### src/rtl/beatmap_scheduler.sv
// rtl/beatmap_scheduler.sv - beat divider with per-beat lane snapshot served round-robin onto one note stream
module beatmap_scheduler #(
    parameter int NUM_LANES  = 4,
    parameter int LANE_W     = 2,
    parameter int BEAT_DIV   = 12500000,
    parameter int SONG_BEATS = 64
) (
    input  logic                   clk,
    input  logic                   reset,
    input  logic                   start,
    input  logic                   pause,
    input  logic [NUM_LANES-1:0]   lane_req,
    input  logic [NUM_LANES*8-1:0] lane_data,
    output logic [NUM_LANES-1:0]   lane_step,
    output logic                   note_valid,
    input  logic                   note_ready,
    output logic [LANE_W-1:0]      note_lane,
    output logic [7:0]             note_pos,
    output logic                   beat_tick,
    output logic [7:0]             beat_count,
    output logic [7:0]             drop_cnt,
    output logic [1:0]             state,
    output logic                   song_done
);

    localparam int DIV_W = $clog2(BEAT_DIV);
    localparam logic [LANE_W-1:0] LAST_LANE = LANE_W'(NUM_LANES - 1);

    typedef enum logic [1:0] {
        S_IDLE   = 2'd0,
        S_RUN    = 2'd1,
        S_PAUSED = 2'd2,
        S_DONE   = 2'd3
    } state_t;

    state_t                 state_q, state_d;
    logic [DIV_W-1:0]       div_cnt_q, div_cnt_d;
    logic                   beat_tick_q, beat_tick_d;
    logic [7:0]             beat_count_q, beat_count_d;
    logic [7:0]             drop_cnt_q, drop_cnt_d;
    logic [NUM_LANES-1:0]   pending_q, pending_d;
    logic [LANE_W-1:0]      last_grant_q, last_grant_d;
    logic                   note_valid_q, note_valid_d;
    logic [LANE_W-1:0]      note_lane_q, note_lane_d;
    logic [7:0]             note_pos_q, note_pos_d;
    logic [NUM_LANES-1:0]   lane_step_q, lane_step_d;

    logic                   grant_found;
    logic [LANE_W-1:0]      grant_lane;
    logic [LANE_W-1:0]      cand;
    logic                   slot_free, accept, issue, song_over, beat_edge;
    logic [NUM_LANES-1:0]   drop_mask;
    logic [LANE_W:0]        drop_add;
    logic [8:0]             drop_sum;

    // Round-robin search starts just after the last lane served.
    always_comb begin
        grant_found = 1'b0;
        grant_lane  = '0;
        cand        = '0;
        for (int i = 1; i <= NUM_LANES; i++) begin
            cand = LANE_W'((int'(last_grant_q) + i) % NUM_LANES);
            if (!grant_found && pending_q[cand]) begin
                grant_found = 1'b1;
                grant_lane  = cand;
            end
        end
    end

    assign slot_free = !note_valid_q || note_ready;
    assign accept    = note_valid_q && note_ready;
    assign issue     = (state_q == S_RUN) && !pause && grant_found && slot_free;
    assign song_over = (beat_count_q == 8'(SONG_BEATS));
    assign beat_edge = (div_cnt_q == DIV_W'(BEAT_DIV - 1));

    // Lanes still pending at a beat (after this edge's grant) are lost.
    always_comb begin
        drop_mask = pending_q & ~(issue ? (NUM_LANES'(1) << grant_lane) : '0);
        drop_add  = '0;
        for (int i = 0; i < NUM_LANES; i++) begin
            drop_add = drop_add + {{LANE_W{1'b0}}, drop_mask[i]};
        end
        drop_sum = {1'b0, drop_cnt_q} + {{(8 - LANE_W){1'b0}}, drop_add};
    end

    always_comb begin
        state_d      = state_q;
        div_cnt_d    = div_cnt_q;
        beat_tick_d  = 1'b0;
        beat_count_d = beat_count_q;
        drop_cnt_d   = drop_cnt_q;
        pending_d    = pending_q;
        last_grant_d = last_grant_q;
        note_valid_d = note_valid_q;
        note_lane_d  = note_lane_q;
        note_pos_d   = note_pos_q;
        lane_step_d  = '0;

        case (state_q)
            S_IDLE, S_DONE: begin
                if (start) begin
                    state_d      = S_RUN;
                    div_cnt_d    = '0;
                    beat_count_d = '0;
                    drop_cnt_d   = '0;
                    pending_d    = '0;
                    last_grant_d = LAST_LANE;
                end
            end
            S_RUN: begin
                if (accept) note_valid_d = 1'b0;
                if (pause) begin
                    state_d = S_PAUSED;
                end else begin
                    if (issue) begin
                        note_valid_d            = 1'b1;
                        note_lane_d             = grant_lane;
                        note_pos_d              = lane_data[int'(grant_lane)*8 +: 8];
                        lane_step_d             = NUM_LANES'(1) << grant_lane;
                        pending_d[grant_lane]   = 1'b0;
                        last_grant_d            = grant_lane;
                    end
                    if (!song_over) begin
                        if (beat_edge) begin
                            div_cnt_d    = '0;
                            beat_tick_d  = 1'b1;
                            beat_count_d = beat_count_q + 8'd1;
                            drop_cnt_d   = drop_sum[8] ? 8'hFF : drop_sum[7:0];
                            pending_d    = lane_req;
                        end else begin
                            div_cnt_d = div_cnt_q + DIV_W'(1);
                        end
                    end else if (pending_q == '0 && !note_valid_q) begin
                        state_d = S_DONE;
                    end
                end
            end
            S_PAUSED: begin
                if (accept) note_valid_d = 1'b0;
                if (!pause) state_d = S_RUN;
            end
            default: state_d = S_IDLE;
        endcase
    end

    always_ff @(posedge clk or posedge reset) begin
        if (reset) begin
            state_q      <= S_IDLE;
            div_cnt_q    <= '0;
            beat_tick_q  <= 1'b0;
            beat_count_q <= '0;
            drop_cnt_q   <= '0;
            pending_q    <= '0;
            last_grant_q <= LAST_LANE;
            note_valid_q <= 1'b0;
            note_lane_q  <= '0;
            note_pos_q   <= '0;
            lane_step_q  <= '0;
        end else begin
            state_q      <= state_d;
            div_cnt_q    <= div_cnt_d;
            beat_tick_q  <= beat_tick_d;
            beat_count_q <= beat_count_d;
            drop_cnt_q   <= drop_cnt_d;
            pending_q    <= pending_d;
            last_grant_q <= last_grant_d;
            note_valid_q <= note_valid_d;
            note_lane_q  <= note_lane_d;
            note_pos_q   <= note_pos_d;
            lane_step_q  <= lane_step_d;
        end
    end

    assign lane_step  = lane_step_q;
    assign note_valid = note_valid_q;
    assign note_lane  = note_lane_q;
    assign note_pos   = note_pos_q;
    assign beat_tick  = beat_tick_q;
    assign beat_count = beat_count_q;
    assign drop_cnt   = drop_cnt_q;
    assign state      = state_q;
    assign song_done  = (state_q == S_DONE);

endmodule

### config.mk
export PLATFORM = sky130hd
export DESIGN_NAME = beatmap_scheduler
export DESIGN_NICKNAME = d
export VERILOG_FILES = /design/src/rtl/beatmap_scheduler.sv
export SDC_FILE = /design/constraint.sdc
export NUM_CORES = 1
export LEC_CHECK = 0
export BUFFER_PORTS_ARGS = -buffer_cell sky130_fd_sc_hd__buf_2
export CAP_MARGIN = 10
export CORE_ASPECT_RATIO = 1.4
export CORE_UTILIZATION = 35
export DETAILED_ROUTE_END_ITERATION = 8
export HOLD_SLACK_MARGIN = 0.12
export MAX_ROUTING_LAYER = met4
export SLEW_MARGIN = 0
export SYNTH_ARGS = -nofsm -noshare
export SYNTH_HDL_FRONTEND = slang
export SYNTH_SLANG_ARGS = --single-unit
### constraint.sdc
create_clock -name clk -period 4.45 [get_ports clk]
set_input_delay 0.89 -clock clk [delete_from_list [all_inputs] [get_ports clk]]
set_output_delay 0.89 -clock clk [all_outputs]
set_load 0.05 [all_outputs]
==> metrics, run 1 <==
status finished, final reports clean; synthesized flop and latch total 64; Die ar. around 11000 µm²; Layout area overhead 23.7%; worst slew pin tran between 900 and 1000 ps; post-synthesis simple-gate area fraction 22.0%; Critical Path Sink Type flop; largest family of logic cells by synthesized area simple AND/OR/NAND/NOR gates; Largest delay share family, worst path adder cells; post-CTS setup buffers 0; post-synth cell types 62; Main synth FF type dfrtp_1; count leader, synth dfrtp_1; final instance area 4690 µm²; post-layout util between 40% and 50%; # port buffers 75; nets approximately 530; CP arrival 4140 ps; largest area contributor in the netlist dfrtp_1; Final Non-Filler Cells 617; Critical Path RT approximately 4700 ps; ANT cells 0; antenna violations before repair 0; post-route setup slack 570 ps; post-synthesis mux area share a little under a tenth; I/O pin total 76; grt ovf 0; DR vias ~3400; Num Clock Sinks 64; Setup crit start kind flop; grt peak-use layer met2; # rows 44; GRT met1 Usage 22.9%; DR pass1 iterations 6; crit-path cells inv_1, ha_1, nor2b_1, nand3_1, or2_2, o21ai_0, fa_1, fa_1, inv_1, fa_1, inv_1, nor3_1, buf_4, nand2b_1, a31oi_1, a31oi_1; clock buffer depth 2; fraction of registers with async set/reset 100%; sequential share of the synthesized area 42.3%; WP buf/inv 4; EDFF count, synth 0; worst slack at placement 295 ps; WHS between 400 and 500 ps; H-tree depth 3; initial core utilization 36.3%; Slew Viols, Final 0; maximum VDD drop 0.242 mV; Design Power 2.26 mW; TritonCTS buffer count 9; top-area cell type share of the netlist area between 40% and 50%; complex-gate fraction of the synthesized area ~18%; Initial DRC Count about 160; antenna-violating nets left 0; core footprint 10500 µm²; Placed Cells 601; footprint of the multi-input gates 2010 µm²; CTS tree done; die extent in y 125 µm; Post-synth top cells 62 x dfrtp_1, 45 x o21ai_0, 30 x inv_1; largest net degree at the start of global routing 44; Post-Synth XOR/XNOR Area 0%; Crit Path Max Fanout 7; die width 90.0 µm; Clock Skews 7.09 ps; WL/cell ~16 µm; Skew-Pair Late Insertion Delay 330 ps; number of remaining DRC errors 0; fmax 258 MHz; Placer Congestion 0.777; Reg area about 1600 µm²; Cell Pwr Density 482 nW/µm²; worst hold path type flop to flop; Final setup viols 0; R2R Setup Slk 570 ps; post-place instance area approximately 4400 µm²; Mapped Avg Cell Area roughly 9.6 µm²; final WL approximately 10000 µm; CP Class flop to flop; hold_buf cts 0; max-cap violation count 0; Post-Syn Instances 394; crit share post-route 87.2%; Worst-path clk slew ~60 ps; Final Hold Viols 0; vias in the first global route roughly 3500; post-CTS resize count 0; clock root buffer clkbuf_16; layout cells sized above 1 28.0%; slowest stage delay, CP 510 ps; Detailed Place HPWL 7160 µm; RSZ-0062 raised after global routing no; Final min period 3880 ps; first-pass GRT wire length between 15000 and 20000 µm; fill count just over 1000; Post-Synth Adder-Cell Area 3.89%; top cells by area, synth dfrtp_1 41%, o21ai_0 5.9%, mux4_2 4.7%; Syn. warnings 0; met2 Resource Use GR 33.9%; Setup TNS 0 ps; Mapped Area 3800 µm²; Lkg Pwr 2.13 nW; met3 Use GR 2.55%; syn_nets between 400 and 500; post-DR vias/cell 5.58; gr usage total between 15 and 20%; Slew headroom 33.1%; Critical-path top delay cell fa_1
==> state kept, by name, indices dropped and copies added, names as in the netlist <==
signal        cells
note_pos          8
div_cnt_q        24
last_grant_q      2
note_lane         2
beat_count        8
state             2
note_valid        1
beat_tick         1
lane_step         4
pending_q         4
drop_cnt          8
==> layer usage <==
metal	vias up	wire length (µm)	part of all wire, %
met4	0	141	1.4
met3	11	437	4.3
met5	-	0	0
li1	1645	-	-
met1	1694	4340	43
met2	93	5180	51
==> report_power, final <==
group | leakage [nW] | internal, mW | switching (mW) | total (mW)
clock network | 0.162 | 0.548 | 0.269 | 0.817
logic | 1.10 | 0.223 | 0.578 | 0.801
registers | 0.877 | 0.611 | 0.0344 | 0.646
total | 2.13 | 1.38 | 0.882 | 2.26
==> tightest hold or removal path, stage by stage, from the launching register on <==
cell and delay [ps]:
dfrtp_1 330, nand2_1 50, nand2_1 60
==> cell usage in the layout, fill, tap and decap left out, drive strengths merged, types with 10 or more instances in the layout <==
cell   Yosys  layout
buf        8      85
nand3     18      18
or4       14      14
nor3      10      10
mux2      12      12
a21oi     17      17
nor2      15      15
dfrtp     62      62
inv       30      31
o21ai     46      46
nand2     27      27
==> logic make-up (layout without fill, tap and decap cells) <==
kind of cell    count (synthesis)  after routing
buf+inv                        46            131
compound gates                108            108
simple gates                  143            143
fa+ha+maj                      10             10
mux                            23             23
flops                          64             64
==> cell type report <==
| cell class | instances | area share, % |
|---|---|---|
| Timing Repair Buffer | 85 | 9.59 |
| Inverter | 30 | 2.40 |
| Tap cell | 138 | 3.68 |
| Multi-Input combinational cell | 284 | 42.8 |
| Clock inverter | 7 | 2.53 |
| Clock buffer | 9 | 4.80 |
| Sequential cell | 64 | 34.2 |
==> final timing paths <==
check / startpoint / endpoint / cells after the start
max: state[1] / drop_cnt[3] / 16
min: note_lane[1] / note_lane[1] / 2
max reg2reg: state[1] / drop_cnt[3] / 16
min reg2reg: note_lane[1] / note_lane[1] / 2
max in group asynchronous: reset / last_grant_q[0] / 3
min in group asynchronous: reset / note_pos[3] / 2
Power figures use the tool's default switching activity.
==> inputs of run 2 (changes only) <==
--- a/config.mk
+++ b/config.mk
@@ -12,6 +12,7 @@
 export DETAILED_ROUTE_END_ITERATION = 8
 export HOLD_SLACK_MARGIN = 0.12
 export MAX_ROUTING_LAYER = met4
+export PLACE_DENSITY = 0.52
 export SLEW_MARGIN = 0
 export SYNTH_ARGS = -nofsm -noshare
 export SYNTH_HDL_FRONTEND = slang
==> metrics, run 2 (synthesis gave the netlist of run 1 again) <==
final instance area 4680 µm² (-0.37%); status finished, final reports clean; Worst-path clk slew 60 ps (about the same); worst hold path type flop to flop; R2R Setup Slk 640 ps (+70 ps); net switching power figure 0.870 mW (-1.3%); Hold Path Origin note_lane[1]; ANT cells 0 (unchanged); crit share post-route 85.7% (-1.5 points); FF-to-FF Start state[1]; Final Non-Filler Cells 617 (unchanged); Final Hold Viols 0 (unchanged); Detailed Place HPWL 7290 µm (+1.7%); sequential share of power 29.2% (+0.7 points); # port buffers 75 (unchanged); largest net degree at the start of global routing 43 (-2.3%); clock root buffer clkbuf_16; die width 90.0 µm (unchanged); Placer Congestion 0.790 (+1.7%); antenna violations before repair 0 (unchanged); fmax 262 MHz (+1.8%); Lkg Pwr 2.13 nW (-0.39%); maximum VDD drop 0.243 mV (+0.39%); core footprint 10500 µm² (unchanged); H-tree depth 3 (unchanged); most frequent cells in the layout 75 x buf_2, 62 x dfrtp_1, 44 x o21ai_0; DR pass1 iterations 4 (-2); die extent in y 125 µm (unchanged); Critical Path RT 4700 ps (about the same); CP arrival 4060 ps (-80 ps); final WL 10200 µm (+1.0%); post-layout util 44.7% (-0.17 points); antenna-violating nets left 0 (unchanged); Final setup viols 0 (unchanged); Hold Crit Depth 2 (unchanged); initial core utilization 36.3% (unchanged); Placed Cells 601 (unchanged); I/O pin total 76 (unchanged); hold_buf cts 0 (unchanged); RSZ-0062 raised after global routing no; TritonCTS buffer count 9 (unchanged); clock buffer depth 2 (unchanged); max-cap violation count 0 (unchanged); Critical Path Sink Type flop; Switching Fraction 39.5% (+0.54 points); Clk pwr share 35.0% (-1.1 points); Logic pwr share 35.8% (+0.4 points); CP Class flop to flop; Die ar. 11300 µm² (unchanged); Slew headroom 31.4% (-1.7 points); first-pass GRT wire length 17600 µm (+1.4%); Cell Pwr Density 471 nW/µm² (-2.3%); grt ovf 0 (unchanged); post-CTS setup buffers 0 (unchanged); gr usage total 20.0% (+0.40 points); Reg area 1600 µm² (unchanged); WL/cell 16.5 µm (+1.0%); vias in the first global route 3410 (-1.3%); # rows 44 (unchanged); R2R cell count 16 (unchanged); Skew-Pair Late Insertion Delay 330 ps (about the same); DR vias 3426 (-0.49%); Most flops, register div_cnt_q; footprint of the multi-input gates 2010 µm² (+0.19%); post-place instance area 4350 µm² (about the same); worst slew pin tran 1030 ps (+25.8 ps); post-DR vias/cell 5.55 (-0.49%); P_int 1.33 mW (-3.5%); layout cells sized above 1 28.0% (unchanged); fill count 1038 (+0.58%); Slew Viols, Final 0 (unchanged); Initial DRC Count 191 (+20%); Crit Path Max Fanout 7 (unchanged); Clock Skews 6.76 ps (-0.339 ps); Final min period 3810 ps (-67.0 ps); max reg flops 24 (unchanged); Worst Hold Path EP note_lane[1]; Setup crit start kind flop; CTS tree done; post-CTS resize count 0 (unchanged); number of remaining DRC errors 0 (unchanged); Setup TNS 0 ps (unchanged); nets 525 (unchanged); most common cell after layout, fill and taps aside buf_2; Layout area overhead 23.2%; Num Clock Sinks 64 (unchanged); RR Endpoint drop_cnt[3]
==> run 2: worst max path at each step <==
stage	cells past startpoint	startpoint	endpoint	slack, ps
after CTS	16	state[1]	drop_cnt[3]	620
final	16	state[1]	drop_cnt[3]	640
after global routing	16	state[1]	drop_cnt[3]	200
after global placement	15	pause	drop_cnt[3]	410
after floorplan	14	state[0]	drop_cnt[3]	410
after detailed placement	15	pause	drop_cnt[3]	300
==> run 2: cell type report <==
| type | count | share of cell area, % |
|---|---|---|
| tap | 138 | 3.69 |
| sequential | 64 | 34.3 |
| multi-input combinational | 284 | 43.1 |
| timing repair buffer | 85 | 9.63 |
| clock inverter | 5 | 1.71 |
| inverter | 30 | 2.41 |
| clock buffer | 11 | 5.19 |
==> run 2: metal layers <==
| metal | global-route usage [%] | share of wire, % | vias up |
|---|---|---|---|
| met5 | - | 0 | - |
| met4 | 6.55 | 0.88 | 0 |
| met3 | 3.83 | 4.7 | 5 |
| met2 | 34.4 | 52 | 99 |
| met1 | 23.3 | 43 | 1677 |
| li1 | - | - | 1645 |
==> run 2: per-stage QoR <==
step	worst slack [ps]	power, mW	hold WS (ps)
floorplan	414	1.21	481
detailed placement	300	1.45	462
global placement	407	1.44	463
finish	637	2.20	469
global route	204	2.33	499
CTS	615	2.23	477
==> run 2: power by group through the flow <==
| stage | combinational (mW) | sequential (mW) | clock, mW |
|---|---|---|---|
| global placement | 0.790 | 0.653 | 0 |
| global route | 0.877 | 0.648 | 0.808 |
| floorplan | 0.513 | 0.697 | 0 |
| detailed placement | 0.797 | 0.654 | 0 |
| CTS | 0.798 | 0.644 | 0.787 |
| finish | 0.789 | 0.643 | 0.771 |
==> run 2: critical path, cell delays in order (launching register included) <==
cell      delay, ps
dfrtp_1         410
inv_1            80
ha_1            170
nor2b_1         210
nand3_1         140
or2_2           360
o21ai_0         300
fa_1            510
fa_1            450
inv_1            80
fa_1            220
inv_1           100
nor3_1          180
buf_4           170
nand2b_1        100
a31oi_1          80
a31oi_1         180
==> inputs of run 3 (changes only) <==
--- a/config.mk
+++ b/config.mk
@@ -7,8 +7,9 @@
 export LEC_CHECK = 0
 export BUFFER_PORTS_ARGS = -buffer_cell sky130_fd_sc_hd__buf_2
 export CAP_MARGIN = 10
-export CORE_ASPECT_RATIO = 1.4
+export CORE_ASPECT_RATIO = 0.6
 export CORE_UTILIZATION = 35
+export CTS_BUF_LIST = sky130_fd_sc_hd__clkbuf_4
 export DETAILED_ROUTE_END_ITERATION = 8
 export HOLD_SLACK_MARGIN = 0.12
 export MAX_ROUTING_LAYER = met4
==> metrics, run 3 (synthesis gave the netlist of run 1 again) <==
status finished, final reports clean; Final Hold Viols 0 (unchanged); Most flops, register div_cnt_q; worst slew pin tran 987 ps (-38.6 ps); max-cap violation count 0 (unchanged); Critical-path top delay cell fa_1; Switching Fraction 44.1% (+4.6 points); Worst-path clk slew 110 ps (+50 ps); layout cells sized above 1 28.1% (+0.092 points); post-DR vias/cell 5.51 (-0.72%); FF-to-FF Start state[1]; Placed Cells 604 (+0.50%); ANT cells 0 (unchanged); gr usage total 20.3% (+0.37 points); grt ovf 0 (unchanged); max reg flops 24 (unchanged); vias in the first global route 3026 (-11%); Die ar. 11300 µm² (about the same); antenna violations before repair 0 (unchanged); WL/cell 16.9 µm (+2.2%); Critical Path RT 4800 ps (+100 ps); Clk pwr share 23.7% (-11 points); Setup crit start kind flop; slowest stage delay, CP 500 ps (about the same); Final setup viols 0 (unchanged); DR pass1 iterations 5 (+1); most frequent cells in the layout 75 x buf_2, 62 x dfrtp_1, 44 x o21ai_0; Skew-Pair Late Insertion Delay 430 ps (+100 ps); CP Class flop to flop; crit share post-route 89.5% (+3.9 points); Critical Path Sink Type flop; first-pass GRT wire length 16700 µm (-4.9%); worst hold path type input port to asynchronous set/reset pin; clock buffer depth 2 (unchanged); Final Non-Filler Cells 620 (+0.49%); DR vias 3418 (-0.23%); Num Clock Sinks 64 (unchanged); sequential share of power 33.4% (+4.2 points); routed wl met2 4020 µm (-24%); post-CTS setup buffers 0 (unchanged); fill count 1029 (-0.87%); Placer Congestion 0.860 (+8.9%); final WL 10500 µm (+2.7%); hold_buf cts 0 (unchanged); clock root buffer clkbuf_4; CP Launch Point state[1]; core footprint 10600 µm² (+0.95%); Logic pwr share 43.0% (+7.2 points); antenna-violating nets left 0 (unchanged); number of remaining DRC errors 0 (unchanged); most common cell after layout, fill and taps aside buf_2; crit-path cells inv_1, ha_1, nor2b_1, nand3_1, or2_2, o21ai_0, fa_1, fa_1, inv_1, fa_1, inv_1, nor3_1, buf_4, nand2b_1, a31oi_1, a31oi_1; largest net degree at the start of global routing 41 (-4.7%); net switching power figure 0.856 mW (-1.6%); RSZ-0062 raised after global routing no; max layer used met4; maximum VDD drop 0.245 mV (+0.89%); Clock Skews 22.0 ps (+15.3 ps); # rows 29 (-34%); I/O pin total 76 (unchanged); die width 136 µm (+52%); Setup TNS 0 ps (unchanged); Slew Viols, Final 0 (unchanged); die extent in y 82.7 µm (-34%); # port buffers 75 (unchanged); Final min period 3980 ps (+172 ps); M1 WL 5820 µm (+33%); Slew headroom 34.2% (+2.9 points); Detailed Place HPWL 7570 µm (+3.8%); post-CTS resize count 0 (unchanged); Crit Path Max Fanout 7 (unchanged); CTS tree done; P_int 1.08 mW (-19%); Initial DRC Count 259 (+36%); Cell Pwr Density 429 nW/µm² (-9.0%); fmax 251 MHz (-4.3%); Lkg Pwr 2.07 nW (-2.7%); initial core utilization 36.0% (-0.34 points); CP arrival 4330 ps (+270 ps); post-layout util 42.9% (-1.9 points); nets 527 (+0.38%); met3 routed WL 557 µm (+16%); TritonCTS buffer count 9 (unchanged); H-tree depth 3 (unchanged); Layout area overhead 19.2%
-- run 3: path summary, 6_finish.rpt --
kind / cells after the start / slack (ps) / end
worst min-delay path: 2 / 500 / note_pos[2]
min in group clk: 2 / 510 / note_lane[1]
max in group asynchronous: 3 / 3010 / drop_cnt[7]
worst max register to register: 16 / 470 / drop_cnt[3]
worst min register to register: 2 / 510 / note_lane[1]
worst max-delay path: 16 / 470 / drop_cnt[3]
-- run 3: cell type report --
cell class / count / area, µm² / share of cell area [%]
clock inverter: 5 / 72.6 / 1.60
multi-input combinational: 284 / 2010 / 44.5
inverter: 30 / 113 / 2.49
tap: 139 / 174 / 3.84
timing repair buffer: 87 / 465 / 10.3
sequential: 64 / 1600 / 35.4
clock buffer: 11 / 82.6 / 1.82
-- run 3: power groups by stage --
stage	combinational (mW)	clock [mW]	sequential [mW]
floorplan	0.513	0	0.697
global placement	0.819	0	0.655
detailed placement	0.825	0	0.658
CTS	0.828	0.469	0.647
global route	0.919	0.493	0.652
finish	0.833	0.459	0.647
-- run 3: through the flow --
stage	power (mW)	worst slack [ps]	hold WS, ps	cell area [µm²]
global route	2.07	116	527	4530
floorplan	1.21	414	481	3800
global placement	1.47	341	477	4370
finish	1.94	465	496	4530
detailed placement	1.48	164	477	4370
CTS	1.94	468	507	4530
-- run 3: metal layers --
layer	up-vias	GRT usage, %
met4	0	4.33
met3	10	4.52
met5	-	-
li1	1646	-
met1	1668	32.2
met2	94	24.9
-- run 3: worst max-delay path, delay by kind of cell (launching register included) --
family	cells	cell delay, ps
AOI/OAI and AO/OA	3	570
adders and majority gates	4	1350
DFF	1	430
buffers and inverters	4	450
and+or+nand+nor	5	1100
